File: src/rtl/adder_3bits_pkg.sv
// Shared definitions for the 3-bit adder result path: beat width and FSM encoding.
package adder_3bits_pkg;

   // Width of one adder result beat {co,sum}
   localparam int VAL_W = 4;

   // Accumulator FSM encoding
   typedef enum logic {
      ST_ACCUM = 1'b0,
      ST_DONE  = 1'b1
   } state_t;

endpackage : adder_3bits_pkg

File: src/rtl/adder_3bits_accum_if.sv
// Handshake bundle between an adder result source and the block accumulator.
interface adder_3bits_accum_if #(
   parameter int ACC_W = 8
);
   import adder_3bits_pkg::*;

   logic               flush;
   logic               in_valid;
   logic               in_ready;
   logic [2:0]         in_sum;
   logic               in_co;
   logic               out_valid;
   logic               out_ready;
   logic [ACC_W-1:0]   out_acc;
   logic               out_ovf;

   // Source/sink side: drives beats and flush, accepts results
   modport master (
      output flush, in_valid, in_sum, in_co, out_ready,
      input  in_ready, out_valid, out_acc, out_ovf
   );

   // Accumulator side
   modport slave (
      input  flush, in_valid, in_sum, in_co, out_ready,
      output in_ready, out_valid, out_acc, out_ovf
   );

endinterface : adder_3bits_accum_if

File: src/rtl/adder_3bits_accum.sv
// Accumulates N_SAMPLES adder results {co,sum} per block and presents the
// block total plus a sticky overflow flag on a valid/ready output.
module adder_3bits_accum
   import adder_3bits_pkg::*;
#(
   parameter int ACC_W     = 8,
   parameter int N_SAMPLES = 4
) (
   input  logic                 clk,
   input  logic                 rst,
   adder_3bits_accum_if.slave   bus
);

   localparam int CNT_W = $clog2(N_SAMPLES + 1);

   state_t             r_state;
   state_t             w_state_next;
   logic [ACC_W-1:0]   r_acc;
   logic               r_ovf;
   logic [CNT_W-1:0]   r_cnt;

   logic               w_in_ready;
   logic               w_out_valid;
   logic               w_beat;
   logic               w_take;
   logic               w_last;
   logic [ACC_W-1:0]   w_val;
   logic [ACC_W:0]     w_sum;

   // Handshake qualifiers; the ACC_W add is one bit wider so its carry feeds ovf
   assign w_beat = bus.in_valid && w_in_ready;
   assign w_take = w_out_valid && bus.out_ready;
   assign w_last = (r_cnt == CNT_W'(N_SAMPLES - 1));
   assign w_val  = ACC_W'({bus.in_co, bus.in_sum});
   assign w_sum  = {1'b0, r_acc} + {1'b0, w_val};

   // State register
   always_ff @(posedge clk or posedge rst) begin
      if (rst) begin
         r_state <= ST_ACCUM;
      end else begin
         r_state <= w_state_next;
      end
   end

   // Next-state logic; flush overrides both the last beat and a take
   always_comb begin
      w_state_next = r_state;
      if (bus.flush) begin
         w_state_next = ST_ACCUM;
      end else begin
         case (r_state)
            ST_ACCUM: if (w_beat && w_last) w_state_next = ST_DONE;
            ST_DONE:  if (w_take)           w_state_next = ST_ACCUM;
            default:                        w_state_next = ST_ACCUM;
         endcase
      end
   end

   // Output decode: ready only while accumulating, valid only while holding a result
   always_comb begin
      w_in_ready  = 1'b0;
      w_out_valid = 1'b0;
      case (r_state)
         ST_ACCUM: w_in_ready  = 1'b1;
         ST_DONE:  w_out_valid = 1'b1;
         default:  w_in_ready  = 1'b1;
      endcase
   end

   // Accumulator, beat counter and sticky overflow; cleared by flush or take
   always_ff @(posedge clk or posedge rst) begin
      if (rst) begin
         r_acc <= '0;
         r_cnt <= '0;
         r_ovf <= 1'b0;
      end else if (bus.flush) begin
         r_acc <= '0;
         r_cnt <= '0;
         r_ovf <= 1'b0;
      end else if (w_beat) begin
         r_acc <= w_sum[ACC_W-1:0];
         r_ovf <= r_ovf | w_sum[ACC_W];
         r_cnt <= r_cnt + 1'b1;
      end else if (w_take) begin
         r_acc <= '0;
         r_cnt <= '0;
         r_ovf <= 1'b0;
      end
   end

   assign bus.in_ready  = w_in_ready;
   assign bus.out_valid = w_out_valid;
   assign bus.out_acc   = r_acc;
   assign bus.out_ovf   = r_ovf;

endmodule : adder_3bits_accum

File: src/flat_wrapper.sv
// flat-port wrapper written by rule: the top's interface ports become plain ports
module adder_3bits_accum_flat import adder_3bits_pkg::*;
#(
   parameter int ACC_W     = 8,
   parameter int N_SAMPLES = 4
)
  (clk, rst, bus_flush, bus_in_valid, bus_in_sum, bus_in_co, bus_out_ready, bus_in_ready, bus_out_valid, bus_out_acc, bus_out_ovf);
  adder_3bits_accum_if #(.ACC_W(ACC_W)) bus_i ();
  input  logic clk;
  input  logic rst;
  input wire logic [$bits(bus_i.flush)-1:0] bus_flush;
  input wire logic [$bits(bus_i.in_valid)-1:0] bus_in_valid;
  input wire logic [$bits(bus_i.in_sum)-1:0] bus_in_sum;
  input wire logic [$bits(bus_i.in_co)-1:0] bus_in_co;
  input wire logic [$bits(bus_i.out_ready)-1:0] bus_out_ready;
  output wire logic [$bits(bus_i.in_ready)-1:0] bus_in_ready;
  output wire logic [$bits(bus_i.out_valid)-1:0] bus_out_valid;
  output wire logic [$bits(bus_i.out_acc)-1:0] bus_out_acc;
  output wire logic [$bits(bus_i.out_ovf)-1:0] bus_out_ovf;
  assign bus_i.flush = bus_flush;
  assign bus_i.in_valid = bus_in_valid;
  assign bus_i.in_sum = bus_in_sum;
  assign bus_i.in_co = bus_in_co;
  assign bus_i.out_ready = bus_out_ready;
  assign bus_in_ready = bus_i.in_ready;
  assign bus_out_valid = bus_i.out_valid;
  assign bus_out_acc = bus_i.out_acc;
  assign bus_out_ovf = bus_i.out_ovf;
  adder_3bits_accum #(.ACC_W(ACC_W), .N_SAMPLES(N_SAMPLES)) u_core (.clk(clk), .rst(rst), .bus(bus_i));
endmodule
File: config.mk
export PLATFORM = sky130hd
export DESIGN_NAME = adder_3bits_accum_flat
export DESIGN_NICKNAME = d
export VERILOG_FILES = /design/src/rtl/adder_3bits_pkg.sv /design/src/rtl/adder_3bits_accum_if.sv /design/src/rtl/adder_3bits_accum.sv /design/src/flat_wrapper.sv
export SDC_FILE = /design/constraint.sdc
export NUM_CORES = 1
export LEC_CHECK = 0
export ABC_AREA = 1
export BUFFER_PORTS_ARGS = -buffer_cell sky130_fd_sc_hd__buf_2
export CORE_MARGIN = 2
export CORE_UTILIZATION = 55
export CTS_CLUSTER_SIZE = 16
export DETAILED_ROUTE_END_ITERATION = 6
export PLACE_DENSITY = 0.82
export SLEW_MARGIN = 20
export SYNTH_ARGS = -nofsm -noshare
export SYNTH_HDL_FRONTEND = slang
export SYNTH_SLANG_ARGS = --single-unit
File: constraint.sdc
create_clock -name clk -period 4.16 [get_ports clk]
set_input_delay 0.832 -clock clk [delete_from_list [all_inputs] [get_ports clk]]
set_output_delay 0.832 -clock clk [all_outputs]
set_load 0.02 [all_outputs]
==> metrics list <==
- The share of total power dissipated in combinational logic is 0.217.
* Number of resized instances in the post-cts repair step: 0
- Reg power frac: 0.498
- Net switching power: 89.5 uW
* Chip height: roughly 43 um
- Register cell area after layout: 325 sq um
- Startpoint class of the critical path: primary input
- The routed design has 1.70 mm of wire.
* Classification of the worst setup path: primary input to flop
- Outcome: finished, final reports clean
- In this run the static leakage power is roughly 0.54 nW.
- The final count of pins violating max slew is 0.
- The most numerous cell type found on the critical path is sky130_fd_sc_hd__nand2_1.
- Cell area after synthesis: slightly above 800 sq um
- Setup-violating endpoint count in the final report: 0
- After layout, the design draws a total of around 280 uW.
- In this run the worst path has a maximum fanout of 3.
- After routing the design area is roughly 940 sq um.
* Number of warnings printed during yosys synthesis: 0
- Relative contribution of the clock network to total power: 0.285
- Met1 wire length: just over 800 um
- Summed over all nets, the half-perimeter wirelength after detailed placement is ~1.3 mm.
- Entering global routing, the biggest net connects 14 pins.
* Share of the core filled with cells in the final layout: 0.699
- The first routing iteration left 18 violations.
* Total routing resource utilization after global routing: 0.219
* Number of diodes added for antenna fixing: 0
* Hold Violations, Final: 0
- Hold bufs inserted after CTS: 0
* Peak Freq: approximately 0.54 GHz
- Die ar.: about 1800 sq um
- For the pin with the worst max-slew slack, the measured transition is between 0.7 and 0.8 ns.
- Total met2 wirelength after detailed routing: ~750 um
- TritonCTS built the clock tree.
* Multi-input gate area: between 400 and 500 sq um
* Highest routing layer actually used: met4
- Final period utilization: 0.445
- The number of global-route vias before repair came to between 600 and 700.
- Antenna Nets Post-Route: 0
- Shortest clock period the worst path allows after layout: 1.85 ns
- Total cell area at the placement stage: between 900 and 1000 sq um
- Residual DRC: 0
- Sinks on the clock net: 13
- Worst-case vdd ir drop: ~0.19 mV
- The synthesized netlist contains 20 unique library cells.
- Power per Cell Area: between 300 and 400 nW/um^2
* Data required time at the worst endpoint: between 4 and 5 ns
- Max stage delay cell, worst path: sky130_fd_sc_hd__fa_1
- Reported max-cap violation count: 0
- For this design the top-level I/O count stands at 20.
- Clock latency of the later-clocked register in the worst-skew pair: around 0.28 ns
- I/O Buffers: 19
- The number of nets handed over by synthesis was around 120.
* RSZ-0062 raised after global routing: no
- The number of setup buffers added after CTS is 0.
* Cell count after synthesis: between 100 and 150
- Fill cells in the final layout number 118.
- Routability congestion estimate: ~0.89
- Layout cells sized above 1: 0.221
- HP Class: flop to flop
- After detailed routing, the average wire length per cell comes to 12.4 um.
- The pre-antenna-repair detailed-routing pass consisted of 4 iterations.
- The internal portion of the total power is 194 uW.
- Non-filler cells in the finished layout: around 140
- Die W: between 40 and 50 um
* Kind of end point of the critical path: flop
- Clock H-tree levels: 1
* TNS Setup: 0 ns
- Detailed-route vias per instance: between 5 and 6
- Including well taps, the total number of placed cells is between 100 and 150.
- For the worst setup path, the data arrival time is 2.05 ns.
- Number of clock buffers inserted by TritonCTS: 3
* Core area: approximately 1400 sq um
- Of the synthesized area, sequential elements account for 0.396.
- The worst pin sits at a relative slew slack of 0.466.
* Clock Skew: about 0.0055 ns
- Total congestion overflow after global routing: 0
* Detail Route met3 WL: between 100 and 150 um
* Post-layout net count: between 100 and 150
- List of cells traversed by the critical path: buf_2 -> ha_1 -> fa_1 -> nand3_1 -> nand2_1 -> nand2_1 -> nand2_1 -> o21ai_0
* Clock Tree Root: sky130_fd_sc_hd__clkbuf_4
* Antenna violations before repair: 0
- For this run, the slowest stage of the critical path takes around 0.43 ns.
- Synthesis inferred 13 register bits.
- Mean cell area of the mapped netlist: approximately 8.1 sq um
* Wire length of the first global-routing pass: 3.02 mm
- Clk buf depth: 2
- The final route contains roughly 740 vias.
* Row count: 13
* Starting Density: 0.609
* Synth-to-layout area growth: 14.8%
- Clock transition time at the flip-flop clock pins of the worst setup and hold paths: ~0.08 ns
* Share of total power consumed by net switching: 0.316
==> power by group through the flow <==
stage,registers [mW],logic (mW),clock network [mW]
after global routing,0.143,0.0697,0.0905
after floorplan,0.148,0.0394,0
after detailed placement,0.144,0.0618,0
after global placement,0.143,0.0594,0
final,0.141,0.0614,0.0808
after CTS,0.141,0.0618,0.0820
==> metal layers <==
layer | up-vias | track usage
met5 | - | 0
met1 | 334 | 0.313
li1 | 373 | -
met4 | 0 | 0.0938
met3 | 5 | 0.0426
met2 | 29 | 0.321
==> flip-flops by register name, indices dropped and copies added (netlist names) <==
name	flops
u_core.r_state	1
u_core.bus.out_acc	8
u_core.r_cnt	3
u_core.bus.out_ovf	1
==> per-stage QoR <==
stage	hold WS (ns)	setup WS (ns)
after floorplan	0.453	2.25
after global placement	0.466	2.10
after detailed placement	0.475	1.99
after CTS	0.494	2.30
after global routing	0.545	2.22
final	0.491	2.31
==> cells by family after synthesis <==
group / after synthesis / share of synthesized area
simple gates: 54 / 0.312
xor+xnor: 1 / 0.0107
flops: 13 / 0.396
buf+inv: 14 / 0.0776
fa+ha+maj: 7 / 0.116
compound gates: 12 / 0.0883
==> critical path: cells and delay by family <==
family / cells / cell delay [ns]
compound gates: 1 / 0.16
fa+ha+maj: 2 / 0.65
buf+inv: 1 / 0.10
simple gates: 4 / 0.31
==> cells in the mapped netlist <==
library cell	instances	area [sq um]
sky130_fd_sc_hd__a21oi_1	2	10.0
sky130_fd_sc_hd__a22o_1	2	17.5
sky130_fd_sc_hd__a22o_2	1	10.0
sky130_fd_sc_hd__buf_4	1	7.51
sky130_fd_sc_hd__buf_6	1	11.3
sky130_fd_sc_hd__dfrtp_1	13	325
sky130_fd_sc_hd__fa_1	1	20.0
sky130_fd_sc_hd__ha_1	6	75.1
sky130_fd_sc_hd__inv_1	11	41.3
sky130_fd_sc_hd__inv_2	1	3.75
sky130_fd_sc_hd__nand2_1	29	109
sky130_fd_sc_hd__nand2_2	1	6.26
sky130_fd_sc_hd__nand3_1	11	55.1
sky130_fd_sc_hd__nand3b_1	1	7.51
sky130_fd_sc_hd__nand3b_4	1	20.0
sky130_fd_sc_hd__nand4_1	2	12.5
sky130_fd_sc_hd__nor2_1	8	30.0
sky130_fd_sc_hd__nor3_4	1	16.3
sky130_fd_sc_hd__o21ai_0	7	35.0
sky130_fd_sc_hd__xnor2_1	1	8.76
==> cells in the final DEF, fill, tap and decap left out <==
master and instances:
sky130_fd_sc_hd__inv_2 1, sky130_fd_sc_hd__ha_1 6, sky130_fd_sc_hd__clkbuf_1 1, sky130_fd_sc_hd__nor2_1 8, sky130_fd_sc_hd__nand3_1 11, sky130_fd_sc_hd__nand3b_4 1
sky130_fd_sc_hd__xnor2_1 1, sky130_fd_sc_hd__a21oi_1 2, sky130_fd_sc_hd__nand4_1 2, sky130_fd_sc_hd__nand3b_1 1, sky130_fd_sc_hd__a22o_1 2, sky130_fd_sc_hd__a22o_2 1
sky130_fd_sc_hd__nor3_4 1, sky130_fd_sc_hd__nand2_2 1, sky130_fd_sc_hd__dfrtp_1 13, sky130_fd_sc_hd__buf_2 19, sky130_fd_sc_hd__fa_1 1, sky130_fd_sc_hd__clkbuf_4 3
sky130_fd_sc_hd__nand2_1 29, sky130_fd_sc_hd__o21ai_0 7, sky130_fd_sc_hd__inv_1 11
==> cell type report <==
cell class / instances / area share
clock buffer: 4 / 0.0279
inverter: 12 / 0.0477
multi-input combinational: 74 / 0.459
sequential: 13 / 0.345
tap: 15 / 0.0199
timing repair buffer: 19 / 0.101
==> worst paths after layout <==
path                                       startpoint                    end  slack (ns)  depth (start not counted)
min in group asynchronous                         rst  u_core.bus.out_acc[6]        0.56                          2
max in group asynchronous                         rst     u_core.bus.out_ovf        3.27                          2
worst max register to register  u_core.bus.out_acc[0]  u_core.bus.out_acc[4]        2.51                          7
worst min-delay path                  u_core.r_cnt[2]        u_core.r_cnt[2]        0.49                          2
worst max-delay path                    bus_in_sum[0]  u_core.bus.out_acc[4]        2.31                          8
worst min register to register        u_core.r_cnt[2]        u_core.r_cnt[2]        0.49                          2
Power figures use the tool's default switching activity.
